==> src/rtl/obstacle_speed_ctrl_if.sv <==
// rtl/obstacle_speed_ctrl_if.sv - game-pulse inputs and obstacle step outputs of the speed controller
interface obstacle_speed_ctrl_if;
   logic       i_game_tick;
   logic       i_game_start;
   logic       i_game_over;
   logic       i_game_frozen;
   logic       o_step_valid;
   logic [2:0] o_step_px;
   logic [3:0] o_level;
   logic [7:0] o_speed;
   logic       o_running;

   modport master (
      output i_game_tick, i_game_start, i_game_over, i_game_frozen,
      input  o_step_valid, o_step_px, o_level, o_speed, o_running
   );

   modport slave (
      input  i_game_tick, i_game_start, i_game_over, i_game_frozen,
      output o_step_valid, o_step_px, o_level, o_speed, o_running
   );
endinterface

==> src/rtl/obstacle_speed_ctrl.sv <==
// rtl/obstacle_speed_ctrl.sv - per-tick obstacle scroll step with level-based fixed-point speed ramp
module obstacle_speed_ctrl #(
   parameter int FRAC_BITS   = 4,
   parameter int BASE_SPEED  = 16,
   parameter int SPEED_INC   = 4,
   parameter int MAX_LEVEL   = 15,
   parameter int LEVEL_TICKS = 600
) (
   input  logic                 clk,
   input  logic                 rst_n,
   obstacle_speed_ctrl_if.slave bus
);

   localparam int CNT_W = (LEVEL_TICKS > 1) ? $clog2(LEVEL_TICKS) : 1;

   typedef enum logic [1:0] {
      IDLE = 2'd0,
      RUN  = 2'd1,
      OVER = 2'd2
   } state_t;

   state_t               state;
   logic [FRAC_BITS-1:0] acc_frac;
   logic [CNT_W-1:0]     tick_cnt;
   logic [7:0]           sum;
   logic                 step_ok;
   logic                 level_wrap;

   always_comb begin
      sum        = 8'(acc_frac) + bus.o_speed;
      // Ticks coincident with any game pulse are dropped, as are frozen ticks.
      step_ok    = (state == RUN) && bus.i_game_tick && !bus.i_game_frozen
                   && !bus.i_game_start && !bus.i_game_over;
      level_wrap = (tick_cnt == CNT_W'(LEVEL_TICKS - 1));
   end

   always_ff @(posedge clk or negedge rst_n) begin
      if (!rst_n) begin
         state            <= IDLE;
         acc_frac         <= '0;
         tick_cnt         <= '0;
         bus.o_level      <= 4'd0;
         bus.o_step_valid <= 1'b0;
         bus.o_step_px    <= 3'd0;
         bus.o_speed      <= 8'(BASE_SPEED);
         bus.o_running    <= 1'b0;
      end else begin
         bus.o_step_valid <= 1'b0;
         // Speed follows the level one cycle later; a wrapping tick still uses the old speed.
         bus.o_speed      <= 8'(BASE_SPEED + int'(bus.o_level) * SPEED_INC);
         case (state)
            IDLE, OVER: begin
               if (bus.i_game_start) begin
                  state         <= RUN;
                  bus.o_running <= 1'b1;
                  acc_frac      <= '0;
                  tick_cnt      <= '0;
                  bus.o_level   <= 4'd0;
               end
            end
            RUN: begin
               if (bus.i_game_over) begin
                  state         <= OVER;
                  bus.o_running <= 1'b0;
               end else if (step_ok) begin
                  bus.o_step_valid <= 1'b1;
                  bus.o_step_px    <= sum[FRAC_BITS+2:FRAC_BITS];
                  acc_frac         <= sum[FRAC_BITS-1:0];
                  if (level_wrap) begin
                     tick_cnt <= '0;
                     if (bus.o_level != 4'(MAX_LEVEL))
                        bus.o_level <= bus.o_level + 4'd1;
                  end else begin
                     tick_cnt <= tick_cnt + 1'b1;
                  end
               end
            end
            default: begin
               state         <= IDLE;
               bus.o_running <= 1'b0;
            end
         endcase
      end
   end

endmodule

==> src/flat_wrapper.sv <==
// flat-port wrapper written by rule: the top's interface ports become plain ports
module obstacle_speed_ctrl_flat 
#(
   parameter int FRAC_BITS   = 4,
   parameter int BASE_SPEED  = 16,
   parameter int SPEED_INC   = 4,
   parameter int MAX_LEVEL   = 15,
   parameter int LEVEL_TICKS = 600
)
  (clk, rst_n, bus_i_game_tick, bus_i_game_start, bus_i_game_over, bus_i_game_frozen, bus_o_step_valid, bus_o_step_px, bus_o_level, bus_o_speed, bus_o_running);
  obstacle_speed_ctrl_if bus_i ();
  input  logic clk;
  input  logic rst_n;
  input wire logic [$bits(bus_i.i_game_tick)-1:0] bus_i_game_tick;
  input wire logic [$bits(bus_i.i_game_start)-1:0] bus_i_game_start;
  input wire logic [$bits(bus_i.i_game_over)-1:0] bus_i_game_over;
  input wire logic [$bits(bus_i.i_game_frozen)-1:0] bus_i_game_frozen;
  output wire logic [$bits(bus_i.o_step_valid)-1:0] bus_o_step_valid;
  output wire logic [$bits(bus_i.o_step_px)-1:0] bus_o_step_px;
  output wire logic [$bits(bus_i.o_level)-1:0] bus_o_level;
  output wire logic [$bits(bus_i.o_speed)-1:0] bus_o_speed;
  output wire logic [$bits(bus_i.o_running)-1:0] bus_o_running;
  assign bus_i.i_game_tick = bus_i_game_tick;
  assign bus_i.i_game_start = bus_i_game_start;
  assign bus_i.i_game_over = bus_i_game_over;
  assign bus_i.i_game_frozen = bus_i_game_frozen;
  assign bus_o_step_valid = bus_i.o_step_valid;
  assign bus_o_step_px = bus_i.o_step_px;
  assign bus_o_level = bus_i.o_level;
  assign bus_o_speed = bus_i.o_speed;
  assign bus_o_running = bus_i.o_running;
  obstacle_speed_ctrl #(.FRAC_BITS(FRAC_BITS), .BASE_SPEED(BASE_SPEED), .SPEED_INC(SPEED_INC), .MAX_LEVEL(MAX_LEVEL), .LEVEL_TICKS(LEVEL_TICKS)) u_core (.clk(clk), .rst_n(rst_n), .bus(bus_i));
endmodule
==> config.mk <==
export PLATFORM = sky130hd
export DESIGN_NAME = obstacle_speed_ctrl_flat
export DESIGN_NICKNAME = d
export VERILOG_FILES = /design/src/rtl/obstacle_speed_ctrl_if.sv /design/src/rtl/obstacle_speed_ctrl.sv /design/src/flat_wrapper.sv
export SDC_FILE = /design/constraint.sdc
export NUM_CORES = 1
export LEC_CHECK = 0
export ABC_AREA = 1
export BUFFER_PORTS_ARGS = -buffer_cell sky130_fd_sc_hd__buf_2
export CAP_MARGIN = 30
export CELL_PAD_IN_SITES_DETAIL_PLACEMENT = 0
export CELL_PAD_IN_SITES_GLOBAL_PLACEMENT = 1
export CORE_MARGIN = 5
export CORE_UTILIZATION = 41
export DETAILED_ROUTE_END_ITERATION = 16
export GPL_ROUTABILITY_DRIVEN = 0
export PLACE_DENSITY_LB_ADDON = 0.08
export SLEW_MARGIN = 15
export SYNTH_ARGS = -nofsm -noshare
export SYNTH_HDL_FRONTEND = slang
export SYNTH_SLANG_ARGS = --single-unit
==> constraint.sdc <==
create_clock -name clk -period 1.6 [get_ports clk]
set_input_delay 0.08 -clock clk [delete_from_list [all_inputs] [get_ports clk]]
set_output_delay 0.08 -clock clk [all_outputs]
set_load 0.005 [all_outputs]
==> flow_summary.ini <==
[run_status]
outcome = finished clean

[global_routing]
antenna_found_initial = 0
grt_overflow = 0
grt_use_met1_pct = 18.33
grt_pass1_wl_um = 5347
use_met3_pct = 2.415
grt_max_degree = 29
grt.busiest_layer = met2
met2_usage_pct = 20.27
grt_pass1_vias = 1135
track_usage_pct = 13.17

[final_layout]
register_area_sq_um = 701.9
final_cell_mix = 47 x nand2_1, 27 x dfrtp_1, 19 x buf_2
mostFrequentLayoutCell = nand2_1
drive_gt1_share_pct = 20.29
multiInputGateArea_sq_um = 696.9
antenna_cells = 0
fin_cells = 255
syn_to_final_growth_pct = 16.39
final_util_pct = 48.54
filler_cell_count = 367
final_nets = 220

[timing]
slew_headroom_pct = 58.96
fin_setup_tns_ns = 0
whs_ns = 0.08169
tightest_slew_ns = 0.6155
period_share_pct = 91.20
max_freq_ghz = 0.6853
fin_crit_ns = 1.459
slew_viol_final = 0
rsz0062_at_grt = false
setup_viol = 0
hold_violations = 0
fin_skew_ns = 0.005437

[critical_path]
critPathLaunchType = flop
critPathMaxFanout = 2
cp.required_ns = 1.76
worstSetupEndpointType = flop
critPathSlowestCell = dfrtp_1
slowest_delay_ns = 0.41
path_cells = ha_1, fa_2, nand3_1, xor2_1, o21ai_0
cp_data_arrival_time_ns = 1.62
path_class = reg -> reg

[die]
start_util_pct = 41.71
io_pins = 23
row_count = 22
die_h_um = 70.57
fp.dieW_um = 70.57
dieArea_sq_um = 4979
core_sq_um = 3606

[clocking]
cts.reportedPaths.clkPinSlew_ns = 0.09
clock_path_buffers = 2
cts_sinks = 28
clk_latency_ns = 0.27
h-tree-depth = 1
numCtsBuffers = 3
cts-root-buf = clkbuf_8
cts_tree = built

[yosys]
synth_fa_ha_area_share_pct = 5.491
synth_top_family_by_area = simple AND/OR/NAND/NOR gates
postSynth.asyncResetShare_pct = 100.0
synth_compound_area_share_pct = 8.569
synth_seq_cells = 28
synth-edff-count = 0
synth_simple_gate_area_share_pct = 28.87
synth_mux_area_share_pct = 0
synth-main-ff-cell = dfrtp_1
ys_seq_area_share_pct = 46.67
synth.distinct_cells = 26
syn-mean-instance-area_sq_um = 8.402
syn_area_sq_um = 1504
syn_inst = 179
synthXorXnorAreaFrac_pct = 2.329
yosys_warnings = 0

[placed_design]
hpwl_um = 2265
port_buffers = 19
placed_cells = 248

[route]
firstDrtPassIters = 4
wirelength_um = 3039
routed_via_density = 4.761
route.vias.total = 1214
wire_per_inst_um = 11.92
drc = 0
dr.first_iter.drc_count = 38
ant_nets = 0

[power_and_ir_drop]
peakVddDrop_v = 0.0004412
power.leakage_uw = 0.0008648
p_total_uw = 1955
power.density_nw_per_um2 = 1117

[job]
drv_cap = 0

[min_path]
holdCritPathClass = in -> reg
## cells by family (layout without fill, tap and decap cells)
family                     Yosys count  count (layout)
buffers and inverters               25              51
and+or+nand+nor                     92              92
xor gates and xnor gates             4               4
DFF                                 28              28
adders and majority gates            6               6
other                                1               3
AOI/OAI and AO/OA                   23              23
## critical path: cells and delay by family (launching register included)
family	cells	cell delay [ns]
adders and majority gates	2	0.61
DFF	1	0.41
xor gates and xnor gates	1	0.14
and+or+nand+nor	1	0.10
AOI/OAI and AO/OA	1	0.09
## power breakdown
| part | internal [uW] | leakage [uW] | switching [uW] | total (uW) |
|---|---|---|---|---|
| logic | 228 | 0.000460 | 330 | 558 |
| registers | 838 | 0.000376 | 122 | 960 |
| clock network | 220 | 0.0000288 | 216 | 437 |
| total | 1290 | 0.000865 | 669 | 1960 |
## metal layers
| metal | up-vias | routed length, um |
|---|---|---|
| met2 | 20 | 1408 |
| met4 | 0 | 33 |
| met1 | 558 | 1486 |
| met3 | 4 | 111 |
| li1 | 632 | - |
| met5 | - | 0 |
## final timing paths
kind	startpoint	endpoint	slack [ns]	cells past startpoint
max	u_core.bus.o_speed[2]	u_core.bus.o_step_px[2]	0.14	5
max reg2reg	u_core.bus.o_speed[2]	u_core.bus.o_step_px[2]	0.14	5
max in group asynchronous	rst_n	u_core.tick_cnt[4]	0.86	2
min reg2reg	u_core.bus.o_running	u_core.bus.o_running	0.49	2
min in group asynchronous	rst_n	u_core.bus.o_step_valid	0.34	2
min	bus_i_game_over	u_core.state[1]	0.08	3
## registers in the layout, indices dropped and copies added (netlist names)
register                 cells
u_core.tick_cnt             10
u_core.bus.o_step_valid      1
u_core.bus.o_step_px         3
u_core.bus.o_speed           5
u_core.state                 2
u_core.bus.o_level           4
u_core.acc_frac              2
u_core.bus.o_running         1
## Yosys cell counts, types with 2 or more instances
library cell	number	share of area, %
nand3_1	14	4.7
o21ai_0	8	2.7
inv_1	18	4.5
nor3_1	2	0.67
ha_1	5	4.2
nor2_1	13	3.2
xnor2_1	3	1.7
dfrtp_1	27	45
buf_4	4	2.0
nand2_4	3	2.2
o21ai_1	10	3.3
nand4_1	9	3.7
nand2_1	48	12
a21oi_1	3	1.0
## stage by stage
| stage | cell area (sq um) | setup WS, ns |
|---|---|---|
| floorplan | 1511 | 0.1507 |
| global route | 1750 | 0.05277 |
| global placement | 1665 | 0.1369 |
| finish | 1750 | 0.1408 |
| CTS | 1730 | 0.06915 |
| detailed placement | 1665 | 0.08746 |
## final cells by class
class                           count  area share (%)
Timing Repair Buffer               28           9.435
Sequential cell                    28           40.10
Tap cell                           48           3.431
Multi-Input combinational cell    128           39.81
Clock buffer                        4           3.145
Inverter                           19           4.074
## what timing repair did
item / 4_1_cts / 5_1_grt
endpoints found under the setup margin: 0 / 7
hold buffers: 1 / 0
endpoints found under the hold margin: 27 / 0
buffers inserted: 0 / 2
resized for setup: 0 / 2
No activity file was read; power rests on OpenSTA's default activity.
